## src/rtl/obstacle_field_generator.sv

```systemverilog
// Scrolling obstacle field for a runner game: an LFSR picks spawn columns
// that enter at the top bit and shift one column toward bit 0 per tick.
module obstacle_field_generator #(
  parameter int WIDTH = 16,
  parameter int LFSR_W = 16,
  parameter int MIN_GAP = 3,
  parameter logic [LFSR_W-1:0] SEED = 16'hACE1
) (
  input  logic              clk,
  input  logic              rst,
  input  logic              en,
  input  logic              tick,
  input  logic [4:0]        spawn_prob,
  input  logic              air_en,
  input  logic              seed_load,
  input  logic [LFSR_W-1:0] seed,
  output logic [WIDTH-1:0]  ground,
  output logic [WIDTH-1:0]  air,
  output logic              spawned,
  output logic [7:0]        passed
);

  logic [LFSR_W-1:0] lfsr_q, lfsr_d;
  logic [WIDTH-1:0]  ground_q, ground_d;
  logic [WIDTH-1:0]  air_q, air_d;
  logic [3:0]        gap_q, gap_d;
  logic [7:0]        passed_q, passed_d;
  logic              spawned_q, spawned_d;

  logic fb;
  logic hit;
  logic shift;
  logic to_air;

  assign fb     = lfsr_q[15] ^ lfsr_q[13] ^ lfsr_q[12] ^ lfsr_q[10];
  assign hit    = (gap_q >= 4'(MIN_GAP)) &&
                  ({1'b0, lfsr_q[3:0]} < spawn_prob);
  assign to_air = air_en & lfsr_q[4];
  assign shift  = en & tick & ~seed_load;

  always_comb begin
    lfsr_d    = lfsr_q;
    ground_d  = ground_q;
    air_d     = air_q;
    gap_d     = gap_q;
    passed_d  = passed_q;
    spawned_d = 1'b0;
    if (en) begin
      if (seed_load) begin
        lfsr_d = (seed == '0) ? LFSR_W'(1) : seed;
      end else begin
        lfsr_d = {lfsr_q[LFSR_W-2:0], fb};
      end
    end
    if (shift) begin
      // Decisions use the LFSR value from before this cycle's advance
      ground_d  = {hit & ~to_air, ground_q[WIDTH-1:1]};
      air_d     = {hit & to_air, air_q[WIDTH-1:1]};
      spawned_d = hit;
      if (hit) begin
        gap_d = 4'd0;
      end else if (gap_q != 4'hF) begin
        gap_d = gap_q + 4'd1;
      end
      if (ground_q[0] | air_q[0]) begin
        passed_d = passed_q + 8'd1;
      end
    end
  end

  always_ff @(posedge clk) begin
    if (rst) begin
      lfsr_q    <= SEED;
      ground_q  <= '0;
      air_q     <= '0;
      gap_q     <= 4'(MIN_GAP);
      passed_q  <= 8'd0;
      spawned_q <= 1'b0;
    end else begin
      lfsr_q    <= lfsr_d;
      ground_q  <= ground_d;
      air_q     <= air_d;
      gap_q     <= gap_d;
      passed_q  <= passed_d;
      spawned_q <= spawned_d;
    end
  end

  assign ground  = ground_q;
  assign air     = air_q;
  assign spawned = spawned_q;
  assign passed  = passed_q;

endmodule

```

## config.mk

```make
export PLATFORM = sky130hd
export DESIGN_NAME = obstacle_field_generator
export DESIGN_NICKNAME = d
export VERILOG_FILES = /design/src/rtl/obstacle_field_generator.sv
export SDC_FILE = /design/constraint.sdc
export NUM_CORES = 1
export LEC_CHECK = 0
export CAP_MARGIN = 10
export CORE_MARGIN = 4
export CORE_UTILIZATION = 30
export DETAILED_ROUTE_END_ITERATION = 8
export GPL_TIMING_DRIVEN = 0
export PLACE_DENSITY_LB_ADDON = 0.25
export SLEW_MARGIN = 20
export SYNTH_ARGS = -nofsm -noshare
export SYNTH_HDL_FRONTEND = slang
export SYNTH_SLANG_ARGS = --single-unit
```

## constraint.sdc

```tcl
create_clock -name clk -period 5 [get_ports clk]
set_clock_uncertainty 0.05 [all_clocks]
set_input_delay 1 -clock clk [delete_from_list [all_inputs] [get_ports clk]]
set_output_delay 1 -clock clk [all_outputs]
set_load 0.05 [all_outputs]
```

Word-level counts from Yosys, hierarchy flattened
Cells that the tools add are included.
{"block": "totals", "regBits": 61}
{"block": "classes", "add_sub_neg": 2, "n_reduce_logical": 6, "eq_ne": 1, "mux": 4, "bitwise": 12, "n_lt_le_gt_ge": 2}
{"op": "two-way mux 16 bit", "n": 2}
{"op": "logical NOT 16 bit", "n": 1}
{"op": "adder 8 x 1 -> 8 bit (second input constant)", "n": 1}
{"op": "two-way mux 4 bit", "n": 2}
{"op": "bitwise AND 1 bit", "n": 5}
{"op": "less-than comparator 4 x 5 -> 1 bit", "n": 1}
{"op": "adder 4 x 1 -> 4 bit (second input constant)", "n": 1}
{"op": ">= comparator 4 x 2 -> 1 bit (second input constant)", "n": 1}
{"op": "inequality test 4 bit (second input constant)", "n": 1}
{"op": "AND reduction 2 bit", "n": 2}
{"op": "inverter 1 bit", "n": 3}
{"op": "bitwise XOR 1 bit", "n": 3}
{"op": "nonzero test 2 bit", "n": 1}
{"op": "OR reduction 2 bit", "n": 1}
{"op": "logical AND 1 bit", "n": 1}
{"op": "OR 1 bit", "n": 1}

Longest topological paths before layout
{"block": "logic_depth", "depth_word": 4, "ltp_mapped": 7, "depth_no_buf": 7}

Worst setup path after synthesis
No wires, ideal clock.
{"block": "synth_path", "kind": "input port to flip-flop", "startpoint": "in spawn_prob[2]", "endpoint": "reg gap_q[0]", "setup_slack_ps": 2538, "n_path_buf": 0, "cell_stages": 7, "required_ps": 4828, "setup_time_ps": 122, "arrival_time_ps": 2291, "path_cell_list": "inv_1 ha_1 a21o_1 a31oi_1 o21bai_1 a31o_1 a221o_1"}
{"block": "synth_via", "elab_chain_cells": 4}
{"item": "start, declared", "line": "13", "text": "input logic [4:0] spawn_prob,"}
{"item": "less-than comparator 4 x 5 -> 1 bit *", "line": "37", "text": "({1'b0, lfsr_q[3:0]} < spawn_prob);"}
{"item": "logical AND 1 bit *", "line": "36", "text": "assign hit = (gap_q >= 4'(MIN_GAP)) &&"}
{"item": "nonzero test 2 bit (no line)"}
{"item": "AND reduction 2 bit (no line)"}
{"item": "end signal, assigned", "line": "76", "text": "gap_q <= 4'(MIN_GAP);"}
{"item": "end signal, assigned", "line": "83", "text": "gap_q <= gap_d;"}
{"item": "end, declared", "line": "26", "text": "logic [3:0] gap_q, gap_d;"}
Every way passes the cells marked *; elsewhere a longest branch is shown, timed or not.
A chain may end at the register's enable or synchronous reset.

Worst setup path in the final report
Same ends and word-level chain as after synthesis.

==> impl_metrics.tcl <==
set metrics [dict create \
    status "finished clean" \
    post-place-ws_ns 1.93 \
    crit_chain "clkdlybuf4s50_1 > inv_1 > ha_1 > a21o_1 > a31oi_1 > o21bai_1 > a31o_1 > a221o_1" \
    p_per_area_nw_per_um2 303 \
    synth-main-ff-cell "dfxtp_1" \
    port_buffers 64 \
    rsz0062_at_grt "false" \
    finalWorstSetupSlack_ns 2.29 \
    finalNetCount 405 \
    syn_area_per_cell_um2 8.65 \
    netlist_instances 298 \
    hp-class "reg -> reg" \
    seq_area_frac_synth_pct 47.4 \
    cp.required_ns 5.16 \
    clk_pin_slew_worst_paths_ns 0.07 \
    ys_async_sr_fraction_pct 0 \
    r2r_cells 6 \
    die_x_um 101 \
    overflow 0 \
    cp-end-kind "flop" \
    numCtsBuffers 9 \
    yosys.cell_types.count 42 \
    setup_viol 0 \
    critPathArrivalTime_ns 2.87 \
    finalSetupTns_ns 0 \
    first_iter_violations 57 \
    path_class "in -> reg" \
    fmax_ghz 0.369 \
    syn2layout_area_growth_pct 38.3 \
    design.core.area_um2 8300 \
    post-cts-setup-buffer-count 0 \
    slowest_delay_ns 0.46 \
    netlist_area_um2 2580 \
    synth_edf_count 0 \
    period_needed_ns 2.71 \
    drive_above_1_share_pct 8.99 \
    cts_root_buf "clkbuf_8" \
    diodes 0 \
    hold_violations 0 \
    die_h_um 101 \
    first_global_vias 2134 \
    final_core_util_pct 42.9 \
    pin_count 68 \
    worst_slew_pin_slew_ns 0.533 \
    clkSinkCount 61 \
    regArea_um2 1220 \
    ys_warn_count 0 \
    drt_first_pass_iters 4 \
    drtAntennaViolNets 0 \
    path_buf_inv 2 \
    path_depth 8 \
    cts_tree "yes" \
    syn_nets 330 \
    vdd_drop_max_uv 120 \
    vias 2310 \
    cts_resized 0 \
    maxSlewHeadroom_pct 64.5 \
    cts_htree_levels 3 \
    period_share_pct 54.2 \
    wire_per_inst_um 12.7 \
    crit_fanout 2 \
    track_usage_pct 12.4 \
    fp-row-count 33 \
    dieArea_um2 10100 \
    drc_errors 0 \
    antenna_found_initial 0 \
    cts_buffer_depth 2 \
    fillers 853 \
    grt_start_max_net_pins 12 \
    clk_latency_ns 0.33 \
    slew_viol_final 0 \
    grt_pass1_wl_mm 9.95 \
    initial_core_util_pct 31.0 \
    slowest_stage "clkdlybuf4s50_1" \
    p_leak_nw 1.31 \
    maxCapViolations 0 \
    viasPerCell 4.78 \
    dpl.hpwl_mm 4.60 \
    synth-seq-cells 61 \
    multi_input_area_um2 1240 \
    hold_depth 2 \
    cts-hold-fix-buffers 0 \
    cp_top_family "compound AO/OA/AOI/OAI gates" \
    start_kind "input pin" \
    gp_congestion 0.725 \
    totalWireLength_mm 6.12 \
]
-- cell usage after synthesis (2+ instances only) --
cell / number / area share [%]
and3_1: 3 / 0.73
dfxtp_1: 61 / 47
ha_1: 5 / 2.4
a211oi_1: 8 / 2.3
mux2i_1: 15 / 5.8
nand2_1: 68 / 9.9
xor2_1: 6 / 2.0
nand4_1: 2 / 0.49
o21ai_0: 2 / 0.39
inv_1: 5 / 0.73
nor4_1: 3 / 0.73
xnor2_1: 4 / 1.4
nor2_1: 24 / 3.5
nand3_1: 3 / 0.58
clkbuf_1: 8 / 1.2
a21oi_1: 38 / 7.4
a221o_1: 2 / 0.78
buf_2: 8 / 1.6
a211o_1: 7 / 2.4
nor3_1: 4 / 0.78
-- layout by cell type, fill, tap and decap left out, types with 2 or more instances in the layout --
cell and count:
nand2_1 68, mux2i_1 15, dfxtp_1 61, and3_1 3
a21oi_1 38, clkbuf_1 8, clkinvlp_4 2, a221o_1 2
o21ai_0 2, buf_2 8, clkbuf_8 9, nor4_1 3
bufinv_16 2, a211oi_1 8, nand4_1 2, clkdlybuf4s50_1 64
nor3_1 4, nor2_1 24, inv_1 5, a211o_1 7
xnor2_1 4, clkinv_2 3, ha_1 5, xor2_1 6
nand3_1 3
-- final cells by class --
type                       count  area share, %
buffer                        19           2.60
multi-input combinational    212           34.8
tap                          105           3.69
timing repair buffer          64           18.0
inverter                       6          0.632
sequential                    61           34.3
clock buffer                   9           3.48
clock inverter                 7           2.53
-- per-stage QoR --
| stage | cell area [um2] | hold slack (ns) | total power, W | std cells |
|---|---|---|---|---|
| floorplan | 2580 | 0.388 | 0.000581 | 298 |
| global placement | 3350 | 0.404 | 0.000620 | 467 |
| detailed placement | 3350 | 0.411 | 0.000622 | 467 |
| CTS | 3560 | 0.424 | 0.00109 | 483 |
| global route | 3560 | 0.437 | 0.00113 | 483 |
| finish | 3560 | 0.419 | 0.00108 | 483 |
-- tightest hold or removal path, delay by kind of cell, from the launching register on --
kind | cells | cell delay, ns
AOI/OAI and AO/OA | 1 | 0.05
and+or+nand+nor | 1 | 0.06
DFF | 1 | 0.32
-- state kept, by name (all words and copies together), names as in the netlist --
signal   count
passed       8
spawned      1
ground      16
air         16
lfsr_q      16
gap_q        4
-- metal layers --
layer	vias to the layer above	global-route usage, %	part of all wire (%)
li1	1171	-	-
met1	1059	16.4	48
met2	69	18.8	44
met3	11	4.29	6.4
met4	0	4.35	1.6
met5	-	0	0
-- cell families (layout without fill, tap and decap cells) --
| family | after synthesis | count (layout) | synth area share (%) |
|---|---|---|---|
| mux | 15 | 15 | 5.83 |
| buf+inv | 25 | 105 | 4.47 |
| xor+xnor | 10 | 10 | 3.40 |
| flops | 61 | 61 | 47.4 |
| fa+ha+maj | 5 | 5 | 2.43 |
| simple gates | 117 | 117 | 20.4 |
| compound gates | 65 | 65 | 16.0 |
-- where the power goes --
group / internal, W / switching [W]
combinational: 0.0000486 / 0.0000535
clock: 0.000278 / 0.000194
sequential: 0.000498 / 0.00000933
total: 0.000824 / 0.000257
-- worst paths after layout --
kind | start | to | slack, ns
worst min register to register | ground[1]$_SDFFE_PP0P_ | ground[0]$_SDFFE_PP0P_ | 0.42
worst max-delay path | spawn_prob[2] | gap_q[0]$_SDFFE_PP1P_ | 2.29
worst min-delay path | ground[1]$_SDFFE_PP0P_ | ground[0]$_SDFFE_PP0P_ | 0.42
worst max register to register | lfsr_q[2]$_SDFFE_PP0P_ | gap_q[0]$_SDFFE_PP1P_ | 3.13
Power figures use the tool's default switching activity.
